`config.mk`:
```
export PLATFORM = sky130hd
export DESIGN_NAME = id_stage_regfile
export DESIGN_NICKNAME = d
export VERILOG_FILES = /design/src/rtl/id_stage_regfile.sv
export SDC_FILE = /design/constraint.sdc
export NUM_CORES = 2
export LEC_CHECK = 0
export CORE_MARGIN = 4
export CORE_UTILIZATION = 33
export DETAILED_ROUTE_END_ITERATION = 7
export HOLD_SLACK_MARGIN = 0.1
export SYNTH_ARGS = -nofsm -noshare
export SYNTH_HDL_FRONTEND = slang
export SYNTH_SLANG_ARGS = --single-unit
export TNS_END_PERCENT = 1
```
`constraint.sdc`:
```
create_clock -name clock -period 3.2 [get_ports clock]
set_input_delay 0.32 -clock clock [delete_from_list [all_inputs] [get_ports clock]]
set_output_delay 0.32 -clock clock [all_outputs]
set_load 0.005 [all_outputs]
```
`src/rtl/id_stage_regfile.sv`:
```
// id_stage_regfile
// ---------------------------------------------------------------------------
// Decode stage of the pipelined MIPS core. Holds the general-purpose register
// file (register 0 hard-wired to zero), selects the writeback source, bypasses
// a same-cycle writeback onto the read ports, extends the immediate according
// to the opcode and registers the decoded instruction into the ID/EX register.
//
// Ports
//   clock, reset          rising-edge clock, synchronous active-high reset
//   in_valid              instruction / pc_plus4 carry a real instruction
//   instruction, pc_plus4 instruction word and its PC+4 from IF/ID
//   stall                 hold ID/EX (operand data still refreshed)
//   flush                 load a bubble into ID/EX
//   wb_we, wb_src, wb_dst writeback enable, source select, destination
//   alu_result, mem_data, link_data   writeback candidates
//   ex_*                  registered ID/EX contents (all outputs are flops)
// ---------------------------------------------------------------------------
module id_stage_regfile #(
    parameter int DATA_W   = 32,
    parameter int ADDR_W   = 5,
    parameter int LINK_REG = 31
) (
    input  logic              clock,
    input  logic              reset,
    input  logic              in_valid,
    input  logic [31:0]       instruction,
    input  logic [DATA_W-1:0] pc_plus4,
    input  logic              stall,
    input  logic              flush,
    input  logic              wb_we,
    input  logic [1:0]        wb_src,
    input  logic [ADDR_W-1:0] wb_dst,
    input  logic [DATA_W-1:0] alu_result,
    input  logic [DATA_W-1:0] mem_data,
    input  logic [DATA_W-1:0] link_data,
    output logic              ex_valid,
    output logic [DATA_W-1:0] ex_rs_data,
    output logic [DATA_W-1:0] ex_rt_data,
    output logic [DATA_W-1:0] ex_imm,
    output logic [ADDR_W-1:0] ex_rs,
    output logic [ADDR_W-1:0] ex_rt,
    output logic [ADDR_W-1:0] ex_rd,
    output logic [5:0]        ex_opcode,
    output logic [5:0]        ex_funct,
    output logic [DATA_W-1:0] ex_pc_plus4
);

    localparam int                NREGS     = 1 << ADDR_W;
    localparam logic [ADDR_W-1:0] LINK_ADDR = ADDR_W'(LINK_REG);
    localparam logic [ADDR_W-1:0] ZERO_ADDR = '0;

    localparam logic [5:0] OP_ANDI = 6'h0C;
    localparam logic [5:0] OP_ORI  = 6'h0D;
    localparam logic [5:0] OP_XORI = 6'h0E;
    localparam logic [5:0] OP_LUI  = 6'h0F;

    logic [DATA_W-1:0] regs [NREGS];

    // Writeback selection
    logic [DATA_W-1:0] wb_data;
    logic [ADDR_W-1:0] wb_addr;
    logic              wb_src_ok;
    logic              wb_write;

    // Decoded fields of the incoming instruction
    logic [ADDR_W-1:0] dec_rs;
    logic [ADDR_W-1:0] dec_rt;
    logic [ADDR_W-1:0] dec_rd;
    logic [5:0]        dec_opcode;
    logic [5:0]        dec_funct;
    logic [15:0]       imm16;
    logic [DATA_W-1:0] imm_ext;

    // Sign-extension helpers, wider than needed so the low DATA_W bits can be
    // sliced out without a zero-length replication at DATA_W = 32.
    logic [DATA_W+15:0] sext16;
    logic [31:0]        lui_word;
    logic [DATA_W+31:0] sext32;

    // Read ports (address is the held field while stalled)
    logic [ADDR_W-1:0] rd_rs_addr;
    logic [ADDR_W-1:0] rd_rt_addr;
    logic [DATA_W-1:0] rs_val;
    logic [DATA_W-1:0] rt_val;

    // Instruction bits not consumed by the decoder (shamt, upper field bits)
    logic unused_instr;

    assign dec_rs       = instruction[21 +: ADDR_W];
    assign dec_rt       = instruction[16 +: ADDR_W];
    assign dec_rd       = instruction[11 +: ADDR_W];
    assign dec_opcode   = instruction[31:26];
    assign dec_funct    = instruction[5:0];
    assign imm16        = instruction[15:0];
    assign unused_instr = ^instruction;

    assign sext16   = {{DATA_W{imm16[15]}}, imm16};
    assign lui_word = {imm16, 16'h0000};
    assign sext32   = {{DATA_W{lui_word[31]}}, lui_word};

    // Writeback source mux; link writebacks are redirected to LINK_ADDR and
    // source 3 is reserved, so it never writes.
    always_comb begin
        wb_data   = '0;
        wb_addr   = wb_dst;
        wb_src_ok = 1'b0;
        case (wb_src)
            2'd0: begin
                wb_data   = alu_result;
                wb_src_ok = 1'b1;
            end
            2'd1: begin
                wb_data   = mem_data;
                wb_src_ok = 1'b1;
            end
            2'd2: begin
                wb_data   = link_data;
                wb_addr   = LINK_ADDR;
                wb_src_ok = 1'b1;
            end
            default: begin
                wb_data   = '0;
                wb_src_ok = 1'b0;
            end
        endcase
        wb_write = wb_we & wb_src_ok & (wb_addr != ZERO_ADDR);
    end

    // Immediate extension chosen by opcode
    always_comb begin
        imm_ext = '0;
        case (dec_opcode)
            OP_ANDI, OP_ORI, OP_XORI: imm_ext = {{(DATA_W-16){1'b0}}, imm16};
            OP_LUI:                   imm_ext = sext32[DATA_W-1:0];
            default:                  imm_ext = sext16[DATA_W-1:0];
        endcase
    end

    // Bypassed register reads; a stall re-reads the held ex_rs/ex_rt so a
    // writeback landing during the stall reaches the held operands.
    always_comb begin
        rd_rs_addr = dec_rs;
        rd_rt_addr = dec_rt;
        if (stall) begin
            rd_rs_addr = ex_rs;
            rd_rt_addr = ex_rt;
        end else begin
            rd_rs_addr = dec_rs;
            rd_rt_addr = dec_rt;
        end

        if (rd_rs_addr == ZERO_ADDR) begin
            rs_val = '0;
        end else if (wb_write && (wb_addr == rd_rs_addr)) begin
            rs_val = wb_data;
        end else begin
            rs_val = regs[rd_rs_addr];
        end

        if (rd_rt_addr == ZERO_ADDR) begin
            rt_val = '0;
        end else if (wb_write && (wb_addr == rd_rt_addr)) begin
            rt_val = wb_data;
        end else begin
            rt_val = regs[rd_rt_addr];
        end
    end

    // Register file storage; reset clears everything and drops any write
    always_ff @(posedge clock) begin
        if (reset) begin
            for (int i = 0; i < NREGS; i++) begin
                regs[i] <= '0;
            end
        end else if (wb_write) begin
            regs[wb_addr] <= wb_data;
        end else begin
            regs[wb_addr] <= regs[wb_addr];
        end
    end

    // ID/EX pipeline register: reset > flush > stall > load
    always_ff @(posedge clock) begin
        if (reset || flush) begin
            ex_valid    <= 1'b0;
            ex_rs_data  <= '0;
            ex_rt_data  <= '0;
            ex_imm      <= '0;
            ex_rs       <= '0;
            ex_rt       <= '0;
            ex_rd       <= '0;
            ex_opcode   <= 6'd0;
            ex_funct    <= 6'd0;
            ex_pc_plus4 <= '0;
        end else if (stall) begin
            ex_rs_data  <= rs_val;
            ex_rt_data  <= rt_val;
        end else begin
            ex_valid    <= in_valid;
            ex_rs_data  <= rs_val;
            ex_rt_data  <= rt_val;
            ex_imm      <= imm_ext;
            ex_rs       <= dec_rs;
            ex_rt       <= dec_rt;
            ex_rd       <= dec_rd;
            ex_opcode   <= dec_opcode;
            ex_funct    <= dec_funct;
            ex_pc_plus4 <= pc_plus4;
        end
    end

endmodule

```
== Word level (Yosys, flattened, before mapping) ==
Memories as Yosys holds them, arrays and structs flattened. A register that Yosys moved wholly into a read port is not among the register bits.
Cells that the tools add are included.
Widths: inputs -> output; s select.
Storage, ports and cells
  register bits: 92
  RAM bits: 1024
  output and inout port bits: 156
  input bits: 173
  memories: 1
Memory list
  regs: depth 32, width 32, read ports 2, clocked after Yosys merged registers in 2, wr ports 32, RTL line 57  | logic [DATA_W-1:0] regs [NREGS];
Cells by class
  equality and inequality tests: 7
  muxes and demuxes: 18
  reduce and logical (&&, ||, !) cells: 11
  bitwise operators: 3
Operators with widths (number)
  $pmux 32 s3: 1
  $mux 32: 2
  $pmux 32 s2: 1
  $reduce_or 32->1: 1
  $eq 6x4->1 const B: 4
  $mux 5: 4
  $logic_not 5->1: 2
  $mux 1: 10
  $reduce_or 3->1: 2
  $reduce_bool 5->1: 1
  $reduce_or 2->1: 2
  $and 1x1->1: 2
  $eq 2x1->1 const B: 1
  $eq 2x2->1 const B: 1
  $logic_not 2->1: 1
  $reduce_and 2->1: 1
  $logic_or 1x1->1: 1
  $ne 0x0->1: 1
  $or 1x1->1: 1

== Logic depth before layout (Yosys ltp) ==
  depth after elaboration: 12
  mapped depth: 11
  gate-level depth less buffers: 6

== Worst setup path after synthesis ==
Ideal clock, no wire load.
  kind: input to register
  start point: input wb_src[1]
  end point: memory regs[20][0] (enable)
  path buffers: 3
  arrival time: 2.374 ns
  setup time: 0.394 ns
  slack: 0.432 ns
  stages on the path: 8
  cells stage by stage: buf_4 -> nor2b_1 -> buf_2 -> buf_2 -> nor4_1 -> nor3_2 -> nand4_1 -> nand2b_1
RTL lines
  start, declared: RTL line 31  | input logic [1:0] wb_src,
  end, declared: RTL line 57

== Final worst setup path ==
  start point: register ex_rs[0]
  end point: register ex_rs_data[27], read port of regs
Between the ends
  longest elaborated chain between the ends: 3
Ends and longest elaborated chain
  start, declared: RTL line 40  | output logic [ADDR_W-1:0] ex_rs,
  start signal, assigned: RTL line 203  | ex_rs <= dec_rs;
  $mux 5 (*): RTL line 144  | if (stall) begin
  $logic_not 5->1: RTL line 152  | if (rd_rs_addr == ZERO_ADDR) begin
  $reduce_or 2->1 (no line)
  end, declared: RTL line 37  | output logic [DATA_W-1:0] ex_rs_data,
Every way passes the cells marked *; elsewhere a longest branch is shown, timed or not.
A chain may end at the register's enable or synchronous reset.

==> flow_summary.toml <==
[die]
start_util_pct = 33.14
ios = 329
chipHeight_um = 452.8
die_w_um = 452.8
dieArea_mm2 = 0.2050
rows = 163
core_mm2 = 0.1970

[synth]
syn_inst = 7085
yosysSeqAreaShare_pct = 51.88
yosys.cell_count.top_type = "nor2_1"
synth-seq-cells = 1180
ys.flop_type = "edfxtp_1"
netlist-cell-type-count = 56
netlist_top_cells_area = "edfxtp_1 (47%), nor2_1 (8.6%), dfxtp_1 (4.8%)"
yosys_warnings = 0
synthArstFlopShare_pct = 0
synth_top_cell_area_share_pct = 47.09
synth_enable_flop_cells = 1024
syn_area_mm2 = 0.06529
avgSynthCellArea_um2 = 9.216
yosys.area.top_type = "edfxtp_1"
synthTopCellsByCount = "nor2_1 (1495), edfxtp_1 (1024), nand2_1 (558)"

[drt]
routedWlPerCell_um = 31.59
drt_wl_total_um = 317900
dr.pass1.iters = 8
drt-vias-per-instance = 6.331
ant_nets = 0
drc = 4
drtIter0Drc = 10944
via_count = 63730

[run]
max-cap-violations = 0

[final_layout]
multi_input_area_mm2 = 0.02900
regArea_mm2 = 0.03388
drive_gt1_share_pct = 13.80
fin_cells = 10066
syn2layout_area_growth_pct = 21.73
layout.nets = 7479
final_util_pct = 40.34
fillers = 19030
final_area_mm2 = 0.07948

[clock_tree]
clkLatencyLatePin_ps = 830
cts_tree = "built"
cts_buffers = 140
clkTransAtPathRegs_ps = 60
htreeDepth = 4
cts-root-buf = "clkbuf_16"
clock_sink_count = 1180
cts_buffer_depth = 3

[sta]
fmaxAchievable_ghz = 0.3279
slew_violations = 0
report.final.setup_viol = 0
rsz0062_at_grt = "no"
final-hold-violation-count = 0
fin_crit_sh_pct = 95.30
setup_tns_ps = 0
period_needed_ps = 3050
max_slew_margin_pct = 42.85
finClkSkew_ps = 37.84
worst_pin_slew_ps = 857.2

[critical_path]
worstPathRequired_ps = 3860
endpoint = "ex_rs_data[27]$_SDFF_PP0_"
rr_worst_depth = 8
cp.arrival_ps = 3710
r2r_end = "ex_rs_data[27]$_SDFF_PP0_"
endpoint_kind = "register"
reg2reg_from = "ex_rs[0]$_SDFF_PP0_"
path_max_fanout = 30
r2r_setup_slack_ps = 150
path_class = "register to register"
cp-start-kind = "register"
crit_start = "ex_rs[0]$_SDFF_PP0_"

[global_routing]
grt_pass1_vias = 59810
track_usage_pct = 29.64
overflow = 0
grt_max_degree = 103
grt_pass1_wl_um = 440700
antenna_found_initial = 19

[pwr]
p_clk_share_pct = 39.1
internal_power_mw = 29.11
ir_drop_v = 0.0006247
p_leak_nw = 27.24
cellPowerDensity_mw_per_mm2 = 517.1
p_switching_mw = 11.99
combPwrFrac_pct = 16.9
pwr-share-seq_pct = 44.0
swShare_pct = 29.17

[placed_design]
placed_area_mm2 = 0.07477
dpl.cell_count = 9788
dp_hpwl_um = 197000
gp_congestion = 0.9588
io_buffers = 328

[worst_hold_path]
whs_path_depth = 3
min_path_type = "input port to register"

[outcome]
violations = "design-rule violations"
status = "complete, but fails checks"
[critical path: stages (launching register included)]
cell and delay (ps):
dfxtp_4 650, mux2_8 460, buf_12 240, buf_4 200, nand2b_1 60, a211oi_1 250, o21ai_0 200, a211oi_1 650
o32ai_1 150
[power by group through the flow]
stage	logic, mW	clock network (mW)	registers (mW)
floorplan	3.49	0	18.2
global placement	6.57	0	18.3
global route	7.14	16.8	18.2
detailed placement	6.66	0	18.4
finish	6.95	16.1	18.1
CTS	6.70	16.1	18.1
[per-layer routing]
metal  global-route usage, %  part of all wire (%)  up-vias
met5                       0                 0.028        -
met1                   37.05                    35    30637
met2                   43.81                    42     5651
met4                   20.27                   8.0       14
met3                   9.081                    14     1301
li1                        -                     -    26127
[worst min-delay path by stage]
stage                             startpoint                     endpoint  slack [ps]
floorplan                    instruction[26]    ex_opcode[0]$_SDFFE_PP0N_         460
global placement    ex_funct[1]$_SDFFE_PP0N_     ex_funct[1]$_SDFFE_PP0N_         470
detailed placement  ex_funct[0]$_SDFFE_PP0N_     ex_funct[0]$_SDFFE_PP0N_         480
CTS                              pc_plus4[2]  ex_pc_plus4[2]$_SDFFE_PP0N_         100
global route                     pc_plus4[2]  ex_pc_plus4[2]$_SDFFE_PP0N_         120
finish                           pc_plus4[1]  ex_pc_plus4[1]$_SDFFE_PP0N_         140
[kinds of logic after synthesis]
| family | Yosys count | synth area share [%] |
|---|---|---|
| mux | 339 | 5.728 |
| xor+xnor | 4 | 0.05365 |
| other cells | 1 | 0.005743 |
| buf+inv | 796 | 4.955 |
| flops | 1180 | 51.88 |
| simple gates | 2920 | 19.41 |
| compound gates | 1845 | 17.97 |
[final cells by class]
class	instances	area share (%)
clock buffers	194	5.028
clock inverters	60	0.6659
flip-flops and latches	1180	42.63
diodes	8	0.02519
inverters	71	0.3353
multi-input cells	5140	36.48
repair buffers	773	10.68
well taps	2640	4.156
[flip-flops by register name (all words and copies together), names as in the netlist]
signal and flops:
regs 1024, ex_imm 32, ex_pc_plus4 32, ex_rs_data 32, ex_rt_data 32, ex_funct 6
ex_opcode 6, ex_rd 5, ex_rs 5, ex_rt 5, ex_valid 1
[metrics by stage]
step                power [mW]  setup WS [ps]  hold slack (ps)
finish                   41.10          150.4            137.3
floorplan                21.66          432.1            463.9
global placement         24.90         -54.57            469.2
detailed placement       25.02         -76.30            479.6
CTS                      40.88          250.7            100.6
global route             42.05          183.9            118.9
[cells in the final DEF, fill, tap and decap left out, drive strengths merged, types with 3 or more instances in the layout]
| master | Yosys | routed |
|---|---|---|
| clkdlybuf4s50 | 0 | 322 |
| or2 | 3 | 3 |
| clkbuf | 517 | 196 |
| nand3 | 264 | 264 |
| buf | 208 | 433 |
| nand2b | 167 | 167 |
| dfxtp | 156 | 156 |
| bufinv | 0 | 5 |
| and3 | 130 | 130 |
| diode | 0 | 8 |
| a22o | 4 | 4 |
| inv | 71 | 79 |
| dlygate4sd3 | 0 | 16 |
| a21oi | 319 | 319 |
| a22oi | 27 | 27 |
| a211oi | 257 | 257 |
| nand2 | 559 | 559 |
| mux2 | 262 | 262 |
| conb | 1 | 32 |
| o32ai | 66 | 66 |
| mux2i | 77 | 77 |
| edfxtp | 1024 | 1024 |
| clkinv | 0 | 46 |
| o31ai | 128 | 128 |
| o22ai | 257 | 257 |
| a31oi | 132 | 132 |
| nor2 | 1496 | 1496 |
| nand4 | 4 | 4 |
| o21ai | 515 | 515 |
| nor4b | 5 | 5 |
| nor2b | 152 | 152 |
| nor3 | 130 | 130 |
| a221o | 128 | 128 |
| xnor2 | 4 | 4 |
[timing repair]
item / 4_1_cts / 5_1_grt
gates resized for setup: 0 / 0
buffers inserted: 0 / 0
hold endpoints to repair: 17 / 0
hold buffers: 16 / 0
(Power assumes the default switching activity.)
